<file path="src/rtl/add_if.sv">
// Operand/result bundle for the add functional unit.
//
// Handshake: the unit has no ready; it accepts one operation on every rising
// edge where stall is 0. in_valid qualifies in0/in1/cin on that edge, and
// out_valid qualifies out/cout/overflow. While stall is 1 nothing is sampled
// and every result output holds its value.
interface add_if #(
  parameter int WIDTH = 32
);
  logic             stall;
  logic             in_valid;
  logic [WIDTH-1:0] in0;
  logic [WIDTH-1:0] in1;
  logic             cin;
  logic [WIDTH-1:0] out;
  logic             cout;
  logic             overflow;
  logic             out_valid;

  modport master (
    output stall, in_valid, in0, in1, cin,
    input  out, cout, overflow, out_valid
  );

  modport slave (
    input  stall, in_valid, in0, in1, cin,
    output out, cout, overflow, out_valid
  );
endinterface

</file>
<file path="src/rtl/add.sv">
// Fixed-latency integer adder: {cout, out} = in0 + in1 + cin with signed
// overflow flag. STAGES = 0 is purely combinational; otherwise the result is
// computed into stage 1 and shifted through STAGES registers, frozen by stall.
module add #(
  parameter int WIDTH  = 32,
  parameter int STAGES = 1
) (
  input  logic clk,
  input  logic rst,
  add_if.slave bus
);

  if (WIDTH < 1 || WIDTH > 64) begin : g_bad_width
    $error("add: WIDTH=%0d is outside 1..64", WIDTH);
  end
  if (STAGES < 0 || STAGES > 4) begin : g_bad_stages
    $error("add: STAGES=%0d is outside 0..4", STAGES);
  end

  logic [WIDTH:0]   full_sum;
  logic [WIDTH-1:0] sum_c;
  logic             cout_c;
  logic             ovf_c;

  // Full-width sum of zero-extended operands; bit WIDTH is the carry-out.
  always_comb begin
    full_sum = {1'b0, bus.in0} + {1'b0, bus.in1} + {{WIDTH{1'b0}}, bus.cin};
    sum_c    = full_sum[WIDTH-1:0];
    cout_c   = full_sum[WIDTH];
    ovf_c    = (bus.in0[WIDTH-1] == bus.in1[WIDTH-1]) &&
               (sum_c[WIDTH-1] != bus.in0[WIDTH-1]);
  end

  if (STAGES == 0) begin : g_comb
    // Clock, reset and stall have no role without registers.
    logic unused_ctrl;
    assign unused_ctrl   = &{1'b0, clk, rst, bus.stall};
    assign bus.out       = sum_c;
    assign bus.cout      = cout_c;
    assign bus.overflow  = ovf_c;
    assign bus.out_valid = bus.in_valid;
  end else begin : g_pipe
    typedef struct packed {
      logic             valid;
      logic [WIDTH-1:0] sum;
      logic             cout;
      logic             ovf;
    } stage_t;

    stage_t stage_q [STAGES];
    stage_t stage_d [STAGES];

    // Next chain state: hold everything on stall, else load stage 1 and shift.
    always_comb begin
      stage_d = stage_q;
      if (!bus.stall) begin
        stage_d[0].valid = bus.in_valid;
        stage_d[0].sum   = sum_c;
        stage_d[0].cout  = cout_c;
        stage_d[0].ovf   = ovf_c;
        for (int i = 1; i < STAGES; i++) begin
          stage_d[i] = stage_q[i-1];
        end
      end
    end

    // Stage registers; reset clears in-flight results immediately.
    always_ff @(posedge clk or posedge rst) begin
      if (rst) begin
        for (int i = 0; i < STAGES; i++) begin
          stage_q[i] <= '0;
        end
      end else begin
        for (int i = 0; i < STAGES; i++) begin
          stage_q[i] <= stage_d[i];
        end
      end
    end

    assign bus.out       = stage_q[STAGES-1].sum;
    assign bus.cout      = stage_q[STAGES-1].cout;
    assign bus.overflow  = stage_q[STAGES-1].ovf;
    assign bus.out_valid = stage_q[STAGES-1].valid;
  end

endmodule

</file>
<file path="src/flat_wrapper.sv">
// flat-port wrapper written by rule: the top's interface ports become plain ports
module add_flat 
#(
  parameter int WIDTH  = 32,
  parameter int STAGES = 1
)
  (clk, rst, bus_stall, bus_in_valid, bus_in0, bus_in1, bus_cin, bus_out, bus_cout, bus_overflow, bus_out_valid);
  add_if #(.WIDTH(WIDTH)) bus_i ();
  input  logic clk;
  input  logic rst;
  input wire logic [$bits(bus_i.stall)-1:0] bus_stall;
  input wire logic [$bits(bus_i.in_valid)-1:0] bus_in_valid;
  input wire logic [$bits(bus_i.in0)-1:0] bus_in0;
  input wire logic [$bits(bus_i.in1)-1:0] bus_in1;
  input wire logic [$bits(bus_i.cin)-1:0] bus_cin;
  output wire logic [$bits(bus_i.out)-1:0] bus_out;
  output wire logic [$bits(bus_i.cout)-1:0] bus_cout;
  output wire logic [$bits(bus_i.overflow)-1:0] bus_overflow;
  output wire logic [$bits(bus_i.out_valid)-1:0] bus_out_valid;
  assign bus_i.stall = bus_stall;
  assign bus_i.in_valid = bus_in_valid;
  assign bus_i.in0 = bus_in0;
  assign bus_i.in1 = bus_in1;
  assign bus_i.cin = bus_cin;
  assign bus_out = bus_i.out;
  assign bus_cout = bus_i.cout;
  assign bus_overflow = bus_i.overflow;
  assign bus_out_valid = bus_i.out_valid;
  add #(.WIDTH(WIDTH), .STAGES(STAGES)) u_core (.clk(clk), .rst(rst), .bus(bus_i));
endmodule
</file>
<file path="config.mk">
export PLATFORM = sky130hd
export DESIGN_NAME = add_flat
export DESIGN_NICKNAME = d
export VERILOG_FILES = /design/src/rtl/add_if.sv /design/src/rtl/add.sv /design/src/flat_wrapper.sv
export SDC_FILE = /design/constraint.sdc
export NUM_CORES = 1
export LEC_CHECK = 0
export CORE_MARGIN = 2
export CORE_UTILIZATION = 30
export CTS_CLUSTER_DIAMETER = 100
export DETAILED_ROUTE_END_ITERATION = 12
export HOLD_SLACK_MARGIN = 0.08
export PLACE_DENSITY_LB_ADDON = 0.2
export SETUP_SLACK_MARGIN = 0.3
export SLEW_MARGIN = 5
export SYNTH_ARGS = -nofsm -noshare
export SYNTH_HDL_FRONTEND = slang
export SYNTH_SLANG_ARGS = --single-unit
</file>
<file path="constraint.sdc">
create_clock -name clk -period 1.4 [get_ports clk]
set_clock_uncertainty 0.2 [all_clocks]
set_input_delay 0.35 -clock clk [delete_from_list [all_inputs] [get_ports clk]]
set_output_delay 0.35 -clock clk [all_outputs]
set_load 0.01 [all_outputs]
</file>
==> results.json <==
{
  "fillers": 920,
  "grt_max_degree": 24,
  "worstPathCellList": "buf_6 -> fa_2 -> fa_2 -> a21o_1 -> a221oi_2 -> o41a_1 -> buf_6 -> buf_6 -> a21oi_4 -> o31ai_4 -> xor2_1 -> o21ai_1",
  "period_share": 1.94,
  "cts_buffers": 5,
  "start_util": 0.308,
  "syn-instance-count": 385,
  "seqPwrFrac": 0.261,
  "failed_checks": "negative setup slack",
  "hpwl_um": 8440,
  "synth.distinct_cells": 60,
  "worstPathArrival_ps": 2690,
  "rows": 37,
  "dr.pass1.iters": 4,
  "power.switching_fraction": 0.352,
  "die_area_um2": 11300,
  "syn_to_final_growth_pct": 102,
  "drv_cap": 0,
  "worst_slack_ps": -1310,
  "routedWlPerCell_um": 14.6,
  "clk_latency_ps": 290,
  "reg2reg_from": "u_core.bus.out[16]",
  "finalNetCount": 753,
  "drc_errors": 0,
  "wl_um": 11500,
  "power_density_nw_per_um2": 806,
  "power_frac_comb": 0.550,
  "ys_seq_area_frac": 0.278,
  "intPower_mw": 3.32,
  "hold_viol": 0,
  "clk_pin_slew_ps": 90,
  "htree_levels": 2,
  "cp.depth": 12,
  "grt_overflow": 0,
  "cts.sinks": 35,
  "io_pins": 104,
  "leakage_nw": 2.99,
  "synth-async-reset-ratio": 1.00,
  "path_delay_family": "compound AO/OA/AOI/OAI gates",
  "die_w_um": 106,
  "slowest_stage": "fa_2",
  "final_common_cell": "buf_4",
  "first_global_vias": 3809,
  "gr-usage-met3": 0.0196,
  "reg2reg_slack_ps": 100,
  "rr_worst_depth": 3,
  "period_needed_ps": 2710,
  "maxSlewHeadroom": 0.723,
  "cts_tree": "done",
  "die_y_um": 106,
  "worst-path-max-fanout": 2,
  "route.vias.total": 3905,
  "grt_pass1_wl_um": 17900,
  "setup_viol": 37,
  "grt.total_usage": 0.193,
  "max_stage_delay_ps": 390,
  "startpoint_type": "primary input",
  "antenna_found_initial": 0,
  "crit_top_cell": "buf_6",
  "max_freq_mhz": 369,
  "core_region_area_um2": 10200,
  "critPathKind": "primary input to flip-flop",
  "rr_endpoint": "u_core.bus.out[16]",
  "layout.cells.non_filler": 788,
  "cts_buffer_depth": 2,
  "status": "finished with violations",
  "ir_drop_v": 0.000389,
  "ys_ff_latch": 35,
  "cp.required_ps": 1380,
  "rsz0062_at_grt": "yes",
  "antenna_cells": 0,
  "final_cell_mix": "142 x buf_4, 51 x nand2_1, 35 x dfrtp_1",
  "tightest_slew_ps": 412,
  "cts-root-buf": "clkbuf_8",
  "synth_area_um2": 3150,
  "drt_iter0_drc": 151,
  "place.gp.congestion": 0.878,
  "busiest_layer": "met2",
  "layout-drive-gt1-share": 0.483,
  "grtUsageMet2": 0.333,
  "synth_edf_count": 0,
  "use_met1": 0.263,
  "p_total_mw": 5.12,
  "via_per_inst": 4.96,
  "power_frac_clock": 0.189,
  "avgSynthCellArea_um2": 8.17,
  "synth_warnings": 0,
  "end_kind": "flip-flop",
  "cts_hold_buf": 0,
  "io_buffers": 103,
  "hold_class": "primary input to async pin",
  "drtAntennaViolNets": 0,
  "power.switching_mw": 1.80,
  "synth_fp_nets": 487,
  "crit_buf_inv": 3,
  "finalMaxSlewViolations": 0,
  "dp_cells": 730,
  "place_ws_ps": -1970,
  "synth_flop_cell": "dfrtp_1"
}
[registers in the layout (all words and copies together) (netlist names)]
signal / flops
u_core.bus.out_valid: 1
u_core.bus.cout: 1
u_core.bus.out: 32
u_core.bus.overflow: 1
[cell usage after synthesis, types with 6 or more instances]
cell type	count	share of area
nand2_1	56	0.067
dfrtp_1	35	0.28
nand4_1	7	0.014
o211ai_1	7	0.017
a21o_1	14	0.033
a211oi_1	6	0.014
xor2_1	12	0.033
clkbuf_1	13	0.016
o21a_1	6	0.014
ha_1	31	0.12
nand3_1	7	0.011
xnor2_1	8	0.022
a21oi_1	29	0.046
nor2_1	29	0.035
o21ai_1	7	0.011
inv_1	11	0.013
o21ai_0	31	0.049
and3_1	7	0.014
[per-stage QoR]
stage | setup TNS, ps | util | area [µm²] | hold slack [ps]
6_report | -30930 | 0.621 | 6350 | 247
5_1_grt | -33480 | 0.621 | 6350 | 251
4_1_cts | -30600 | 0.569 | 5830 | 242
3_5_place_dp | -52910 | 0.528 | 5410 | 274
3_3_place_gp | -51680 | 0.528 | 5410 | 275
2_1_floorplan | -28490 | - | 3330 | 97.1
[layout make-up]
class,instances,area (µm²),area share
tap,136,170,0.0268
inverter,11,45.0,0.00709
timing repair buffer,274,2330,0.366
multi-input combinational,324,2830,0.445
sequential,35,876,0.138
clock inverter,3,43.8,0.00689
clock buffer,5,68.8,0.0108
[worst max-delay path by stage]
| stage | start | endpoint | slack (ps) |
|---|---|---|---|
| floorplan | bus_cin | u_core.bus.out[18] | -1460 |
| global placement | bus_cin | u_core.bus.out[18] | -1930 |
| detailed placement | bus_cin | u_core.bus.out[30] | -1970 |
| CTS | bus_in0[0] | u_core.bus.out[30] | -1320 |
| global route | bus_in0[0] | u_core.bus.out[24] | -1390 |
| finish | bus_in0[0] | u_core.bus.out[24] | -1310 |
[kinds of logic after synthesis]
| group | after synthesis | synth area share |
|---|---|---|
| compound gates | 134 | 0.284 |
| simple gates | 131 | 0.194 |
| flops | 35 | 0.278 |
| fa+ha+maj | 33 | 0.136 |
| buf+inv | 26 | 0.0314 |
| xor+xnor | 20 | 0.0557 |
| mux | 6 | 0.0203 |
[power by group through the flow]
stage          combinational, mW  clock [mW]  sequential [mW]
2_1_floorplan              0.964           0             1.42
3_3_place_gp                2.32           0             1.35
3_5_place_dp                2.34           0             1.36
4_1_cts                     2.45       0.992             1.33
5_1_grt                     3.04        1.02             1.35
6_report                    2.82       0.969             1.34
[layer usage]
metal	vias up	part of all wire
met1	1845	0.46
met5	-	0
met4	0	0.013
met2	90	0.49
li1	1958	-
met3	12	0.033
[worst min-delay path: cells and delay by family]
| kind | cells | cell delay, ps |
|---|---|---|
| buffers and inverters | 3 | 730 |
[what timing repair did]
action | 4_1_cts | 5_1_grt
endpoints found under the setup margin | 70 | 69
gates resized for setup | 261 | 71
setup buffers | 26 | 24
pin swaps | 48 | 42
No activity file was read; power rests on OpenSTA's default activity.
